## src/rtl/tkg_arb_pkg.sv

```systemverilog
// Shared definitions for the tkg_arbn N-way clocked mutex: FSM encoding,
// arbitration mode constants and the index-width helper.
package tkg_arb_pkg;

    typedef logic [1:0] arb_state_t;

    localparam arb_state_t ST_IDLE    = 2'd0;
    localparam arb_state_t ST_GRANT   = 2'd1;
    localparam arb_state_t ST_RELEASE = 2'd2;

    localparam int TKG_ARB_FIXED = 0;
    localparam int TKG_ARB_RR    = 1;

    localparam int HOLD_W = 16;

    // A channel index is never narrower than one bit, even for N = 2.
    function automatic int tkg_arb_idx_w(input int n);
        if (n > 2) begin
            return $clog2(n);
        end else begin
            return 1;
        end
    endfunction

endpackage

```

## src/rtl/tkg_arbn_if.sv

```systemverilog
// Request/grant bundle between N requesters and the tkg_arbn arbiter.
interface tkg_arbn_if
    import tkg_arb_pkg::*;
#(
    parameter int N = 4
);
    localparam int W = tkg_arb_idx_w(N);

    logic [N-1:0] req;
    logic [N-1:0] gnt;
    logic [W-1:0] gnt_idx;
    logic         busy;
    logic         overrun;

    modport master (
        output req,
        input  gnt,
        input  gnt_idx,
        input  busy,
        input  overrun
    );

    modport slave (
        input  req,
        output gnt,
        output gnt_idx,
        output busy,
        output overrun
    );

endinterface

```

## src/rtl/tkg_arbn_pick.sv

```systemverilog
// Combinational winner search: lowest index in fixed mode, or first asserted
// request at or above base (wrapping) in round-robin mode.
module tkg_arbn_pick
    import tkg_arb_pkg::*;
#(
    parameter int N = 4,
    parameter int W = tkg_arb_idx_w(N)
) (
    input  logic [N-1:0] req,
    input  logic [W-1:0] base,
    input  logic         mode,
    output logic         found,
    output logic [W-1:0] idx
);

    logic         found_s;
    logic [W-1:0] idx_s;
    logic [W-1:0] pos_s;

    // Scan channels in priority order and keep the first asserted one.
    always_comb begin
        found_s = 1'b0;
        idx_s   = {W{1'b0}};
        pos_s   = {W{1'b0}};
        for (int i = 0; i < N; i++) begin
            if (mode == 1'b1) begin
                pos_s = W'((int'(base) + i) % N);
            end else begin
                pos_s = W'(i);
            end
            if (!found_s && req[pos_s]) begin
                found_s = 1'b1;
                idx_s   = pos_s;
            end else begin
                found_s = found_s;
            end
        end
    end

    assign found = found_s;
    assign idx   = idx_s;

endmodule

```

## src/rtl/tkg_arbn.sv

```systemverilog
// Clocked N-way mutex: IDLE -> GRANT -> RELEASE -> IDLE, one registered
// one-hot grant at a time, with a sticky hold-time overrun flag.
module tkg_arbn
    import tkg_arb_pkg::*;
#(
    parameter int N        = 4,
    parameter int MODE     = 1,
    parameter int MAX_HOLD = 255
) (
    input  logic   clk,
    input  logic   reset,
    tkg_arbn_if.slave arb
);

    localparam int               W        = tkg_arb_idx_w(N);
    localparam logic [W-1:0]     LAST_CH  = W'(N - 1);
    localparam logic [HOLD_W-1:0] HOLD_MAX = HOLD_W'(MAX_HOLD);
    localparam logic             PICK_RR  = (MODE == TKG_ARB_RR) ? 1'b1 : 1'b0;
    localparam logic [N-1:0]     ONE_N    = {{(N-1){1'b0}}, 1'b1};

    arb_state_t        state_r,   state_s;
    logic [W-1:0]      owner_r,   owner_s;
    logic [HOLD_W-1:0] hold_r,    hold_s;
    logic [N-1:0]      gnt_r,     gnt_s;
    logic [W-1:0]      gnt_idx_r, gnt_idx_s;
    logic              busy_r,    busy_s;
    logic              overrun_r, overrun_s;

    logic [W-1:0]      base_s;
    logic              found_s;
    logic [W-1:0]      pick_idx_s;

    // owner_r doubles as last_owner: it keeps the previous winner through
    // RELEASE and IDLE, so the round-robin search starts just above it.
    always_comb begin
        if (owner_r == LAST_CH) begin
            base_s = {W{1'b0}};
        end else begin
            base_s = owner_r + W'(1);
        end
    end

    tkg_arbn_pick #(
        .N (N),
        .W (W)
    ) u_pick (
        .req   (arb.req),
        .base  (base_s),
        .mode  (PICK_RR),
        .found (found_s),
        .idx   (pick_idx_s)
    );

    // Next-state logic; hold_r counts GRANT cycles including the current one.
    always_comb begin
        state_s = state_r;
        owner_s = owner_r;
        hold_s  = hold_r;
        case (state_r)
            ST_IDLE: begin
                if (found_s) begin
                    state_s = ST_GRANT;
                    owner_s = pick_idx_s;
                    hold_s  = 16'd1;
                end else begin
                    state_s = ST_IDLE;
                end
            end
            ST_GRANT: begin
                if (arb.req[owner_r]) begin
                    if (hold_r >= HOLD_MAX) begin
                        hold_s = hold_r;
                    end else begin
                        hold_s = hold_r + 16'd1;
                    end
                end else begin
                    state_s = ST_RELEASE;
                end
            end
            ST_RELEASE: begin
                state_s = ST_IDLE;
            end
            default: begin
                state_s = ST_IDLE;
            end
        endcase

        if (state_s == ST_GRANT) begin
            gnt_s     = ONE_N << owner_s;
            gnt_idx_s = owner_s;
            busy_s    = 1'b1;
            overrun_s = overrun_r | (hold_s == HOLD_MAX);
        end else begin
            gnt_s     = {N{1'b0}};
            gnt_idx_s = {W{1'b0}};
            busy_s    = 1'b0;
            overrun_s = overrun_r;
        end
    end

    // State and output registers; reset clears grants without waiting for clk.
    always_ff @(posedge clk or posedge reset) begin
        if (reset) begin
            state_r   <= ST_IDLE;
            owner_r   <= LAST_CH;
            hold_r    <= 16'd0;
            gnt_r     <= {N{1'b0}};
            gnt_idx_r <= {W{1'b0}};
            busy_r    <= 1'b0;
            overrun_r <= 1'b0;
        end else begin
            state_r   <= state_s;
            owner_r   <= owner_s;
            hold_r    <= hold_s;
            gnt_r     <= gnt_s;
            gnt_idx_r <= gnt_idx_s;
            busy_r    <= busy_s;
            overrun_r <= overrun_s;
        end
    end

    assign arb.gnt     = gnt_r;
    assign arb.gnt_idx = gnt_idx_r;
    assign arb.busy    = busy_r;
    assign arb.overrun = overrun_r;

endmodule

```

## src/flat_wrapper.sv

```systemverilog
// flat-port wrapper written by rule: the top's interface ports become plain ports
module tkg_arbn_flat import tkg_arb_pkg::*;
#(
    parameter int N        = 4,
    parameter int MODE     = 1,
    parameter int MAX_HOLD = 255
)
  (clk, reset, arb_req, arb_gnt, arb_gnt_idx, arb_busy, arb_overrun);
  tkg_arbn_if #(.N(N)) arb_i ();
  input  logic clk;
  input  logic reset;
  input wire logic [$bits(arb_i.req)-1:0] arb_req;
  output wire logic [$bits(arb_i.gnt)-1:0] arb_gnt;
  output wire logic [$bits(arb_i.gnt_idx)-1:0] arb_gnt_idx;
  output wire logic [$bits(arb_i.busy)-1:0] arb_busy;
  output wire logic [$bits(arb_i.overrun)-1:0] arb_overrun;
  assign arb_i.req = arb_req;
  assign arb_gnt = arb_i.gnt;
  assign arb_gnt_idx = arb_i.gnt_idx;
  assign arb_busy = arb_i.busy;
  assign arb_overrun = arb_i.overrun;
  tkg_arbn #(.N(N), .MODE(MODE), .MAX_HOLD(MAX_HOLD)) u_core (.clk(clk), .reset(reset), .arb(arb_i));
endmodule
```

## config.mk

```make
export PLATFORM = sky130hd
export DESIGN_NAME = tkg_arbn_flat
export DESIGN_NICKNAME = d
export VERILOG_FILES = /design/src/rtl/tkg_arb_pkg.sv /design/src/rtl/tkg_arbn_if.sv /design/src/rtl/tkg_arbn_pick.sv /design/src/rtl/tkg_arbn.sv /design/src/flat_wrapper.sv
export SDC_FILE = /design/constraint.sdc
export NUM_CORES = 1
export LEC_CHECK = 0
export BUFFER_PORTS_ARGS = -buffer_cell sky130_fd_sc_hd__buf_2
export CELL_PAD_IN_SITES_DETAIL_PLACEMENT = 0
export CELL_PAD_IN_SITES_GLOBAL_PLACEMENT = 2
export CORE_MARGIN = 5
export CORE_UTILIZATION = 25
export DETAILED_ROUTE_END_ITERATION = 6
export GPL_TIMING_DRIVEN = 0
export PLACE_DENSITY_LB_ADDON = 0.1
export REMOVE_ABC_BUFFERS = 1
export SLEW_MARGIN = 20
export SYNTH_ARGS = -nofsm -noshare
export SYNTH_HDL_FRONTEND = slang
export SYNTH_HIERARCHICAL = 1
export SYNTH_SLANG_ARGS = --single-unit
```

## constraint.sdc

```tcl
create_clock -name clk -period 2.7 [get_ports clk]
set_input_delay 0.135 -clock clk [delete_from_list [all_inputs] [get_ports clk]]
set_output_delay 0.135 -clock clk [all_outputs]
set_load 0.05 [all_outputs]
```

==> qor.yml <==
worst_setup_path:
  path_max_fanout: 9
  reg2reg_slack_ns: 0.17
  endpoint_kind: "register"
  arrival_ns: 2.72
  required_ns: 2.89
  reg2reg_depth: 8
  r2r_end: "u_core/arb.gnt[0]"
  criticalPathCategory: "register to register"
  r2r-start: "u_core/owner_r[1]"
  startpoint_type: "register"
placed_design:
  port_buffers: 13
  place_ws_ns: -0.474
  dp.cells: 226
  post_dp_cell_area_um2: 1630
  hpwl_um: 2310
  gp_congestion: 0.737
floorplanning:
  die-width_um: 87.4
  die_h_um: 87.4
  coreArea_um2: 5890
  initial_core_util_pct: 25.4
  io_pins: 14
  placementRows: 28
  die-area_um2: 7640
yosys:
  synthAdderAreaFrac_pct: 1.67
  synth_mux_area_share_pct: 6.52
  synth.cell_area_um2: 1500
  yosys.area.top_type_share_pct: 43.4
  synth.distinct_cells: 55
  avgSynthCellArea_um2: 10.5
  synth_xor_area_share_pct: 1.75
  synth_compound_area_share_pct: 12.5
  synth_top_family_by_area: "simple AND/OR/NAND/NOR gates"
  synth_largest_area_cell: "dfrtp_1"
  yosys.area_share.simple_pct: 26.6
  seq_area_frac_synth_pct: 47.0
  ys.warnings.count: 6
  synth.area.top_cells: "dfrtp_1 (43%), mux2i_1 (4.0%), and2_1 (3.8%), dfstp_2 (3.5%), nand2_1 (3.3%)"
  ys_ff_latch: 28
  ys.flop_type: "dfrtp_1"
  postSynthCellCount: 143
  async_flop_share_pct: 100
  synth-edff-count: 0
global_routing:
  grt_pass1_vias: 1133
  grt_max_degree: 29
  gr-usage-all-layers_pct: 9.04
  grt_pass1_wl_um: 5440
  antenna_found_initial: 0
  gr-total-overflow: 0
timing:
  post-route-min-period_ns: 2.53
  max_freq_mhz: 395
  fin_skew_ns: 0.00373
  rsz0062_at_grt: "false"
  setup_viol: 0
  hold_viol_final: 0
  tightestPinTransition_ns: 0.602
  slew_viol_final: 0
  slew_headroom_pct: 59.8
  layout_setup_ws_ns: 0.170
  min_period_over_period_pct: 93.7
  timing.hold.ws_ns: 0.468
drt:
  wl_per_cell_um: 13.8
  routed_via_density: 4.68
  firstDrtPassIters: 4
  vias: 1114
  drt_iter0_markers: 46
  drt-total-wl_um: 3270
  final_antenna_net_count: 0
  drc_errors: 0
power_and_ir_drop:
  peakVddDrop_v: 0.000468
  powerDensity_nw_per_um2: 1040
  power_mw: 1.88
  power.leakage_nw: 0.830
min_path:
  min_path_type: "primary input to async pin"
clocking:
  clk_pin_slew_worst_paths_ns: 0.09
  cts_buffers: 3
  clockBufferDepth: 2
  cts_tree: "built"
  cts-root-buf: "clkbuf_8"
  worst_skew_pair.late_latency_ns: 0.27
  cts_sinks: 28
  h-tree-depth: 1
status:
  outcome: "finished, final reports clean"
run:
  drv_cap: 0
final_layout:
  stdcell_area_um2: 1810
  nets: 172
  diodes: 0
  layout-drive-gt1-share_pct: 28.2
  instances_no_fill: 238
  area_growth_pct: 20.9
## logic make-up after synthesis
group / Yosys count
flip-flops: 28
adder cells (fa/ha/maj): 2
AND/OR/NAND/NOR: 65
XOR/XNOR: 3
AO/OA/AOI/OAI: 24
buffers and inverters: 12
other: 1
multiplexers: 8
## worst max-delay path, stage by stage, from the launching register on
cell and delay, ns:
dfstp_2 0.58, ha_4 0.23, mux2_4 0.32, a221oi_4 0.28, nand4_1 0.25, and2_4 0.30, mux2i_4 0.21, inv_1 0.10
nor3_1 0.18
## sequential cells by signal, indices dropped and copies added, names as in the netlist
name                count
u_core/hold_r          16
u_core/arb.gnt          4
u_core/arb.gnt_idx      2
u_core/owner_r          2
u_core/state_r          2
u_core/arb.busy         1
u_core/arb.overrun      1
## per-stage QoR
stage	TNS (ns)	util, %
5_1_grt	0	30.8
3_5_place_dp	-2.58	27.6
2_1_floorplan	0	-
4_1_cts	0	30.1
3_3_place_gp	-3.27	27.6
6_report	0	30.8
## area by class of cell
| class | count | area [um^2] |
|---|---|---|
| clock buffers | 4 | 55.1 |
| repair buffers | 21 | 128 |
| flip-flops and latches | 28 | 703 |
| multi-input cells | 103 | 805 |
| inverters | 7 | 26.3 |
| well taps | 75 | 93.8 |
| fillers | 641 | 4080 |
## cells in the mapped netlist (all sizes together) (2+ instances only)
| cell type | n |
|---|---|
| a21oi | 4 |
| and2 | 10 |
| and2b | 2 |
| buf | 3 |
| clkbuf | 2 |
| dfrtp | 26 |
| dfstp | 2 |
| ha | 2 |
| inv | 7 |
| mux2i | 6 |
| nand2 | 13 |
| nand2b | 3 |
| nand3 | 4 |
| nand4 | 2 |
| nand4b | 2 |
| nor2 | 11 |
| nor3 | 6 |
| nor4 | 3 |
| o211a | 2 |
| o21a | 2 |
| o21ai | 3 |
| or2 | 2 |
| xnor2 | 2 |
## metal layers
metal,share of wire (%),track usage (%)
met1,50,12.5
met2,47,14.3
met3,1.6,1.23
met4,0.70,3.35
met5,0,0
## worst max-delay path by stage
stage                      startpoint            endpoint  cells past startpoint
finish              u_core/owner_r[1]   u_core/arb.gnt[0]                      8
global route        u_core/owner_r[1]  u_core/arb.overrun                      9
CTS                 u_core/owner_r[1]  u_core/arb.overrun                     10
detailed placement  u_core/owner_r[0]  u_core/arb.overrun                     10
global placement    u_core/owner_r[0]  u_core/arb.overrun                     10
floorplan           u_core/owner_r[0]  u_core/arb.overrun                      9
## cells in the final DEF (no fill, tap or decap), types with 2 or more instances in the layout
master	netlist	routed
xnor2_1	2	2
nand3_1	4	4
a21oi_1	4	4
buf_2	2	13
inv_1	7	6
o21a_1	2	2
nor4_4	2	2
nor3_1	6	6
and2_1	9	9
mux2i_1	6	4
o21ai_0	2	2
nor2_1	11	10
dfstp_2	2	2
dfrtp_1	26	26
clkbuf_8	0	4
buf_4	0	7
nand2_1	13	12
or2_2	2	2
nand2b_1	3	3
nand4b_1	2	2
## report_power, final
group | total, mW | switching (mW) | internal (mW)
registers | 0.567 | 0.0524 | 0.515
clock network | 0.256 | 0.126 | 0.130
logic | 1.06 | 0.634 | 0.425
total | 1.88 | 0.812 | 1.07
## timing repair
action	CTS	global route
pin swaps	3	3
endpoints found under the hold margin	0	26
gates resized for setup	10	4
endpoints found under the setup margin	16	5
hold buffers	0	1
gates cloned	0	0
buffers inserted	6	1
(Power assumes the default switching activity.)
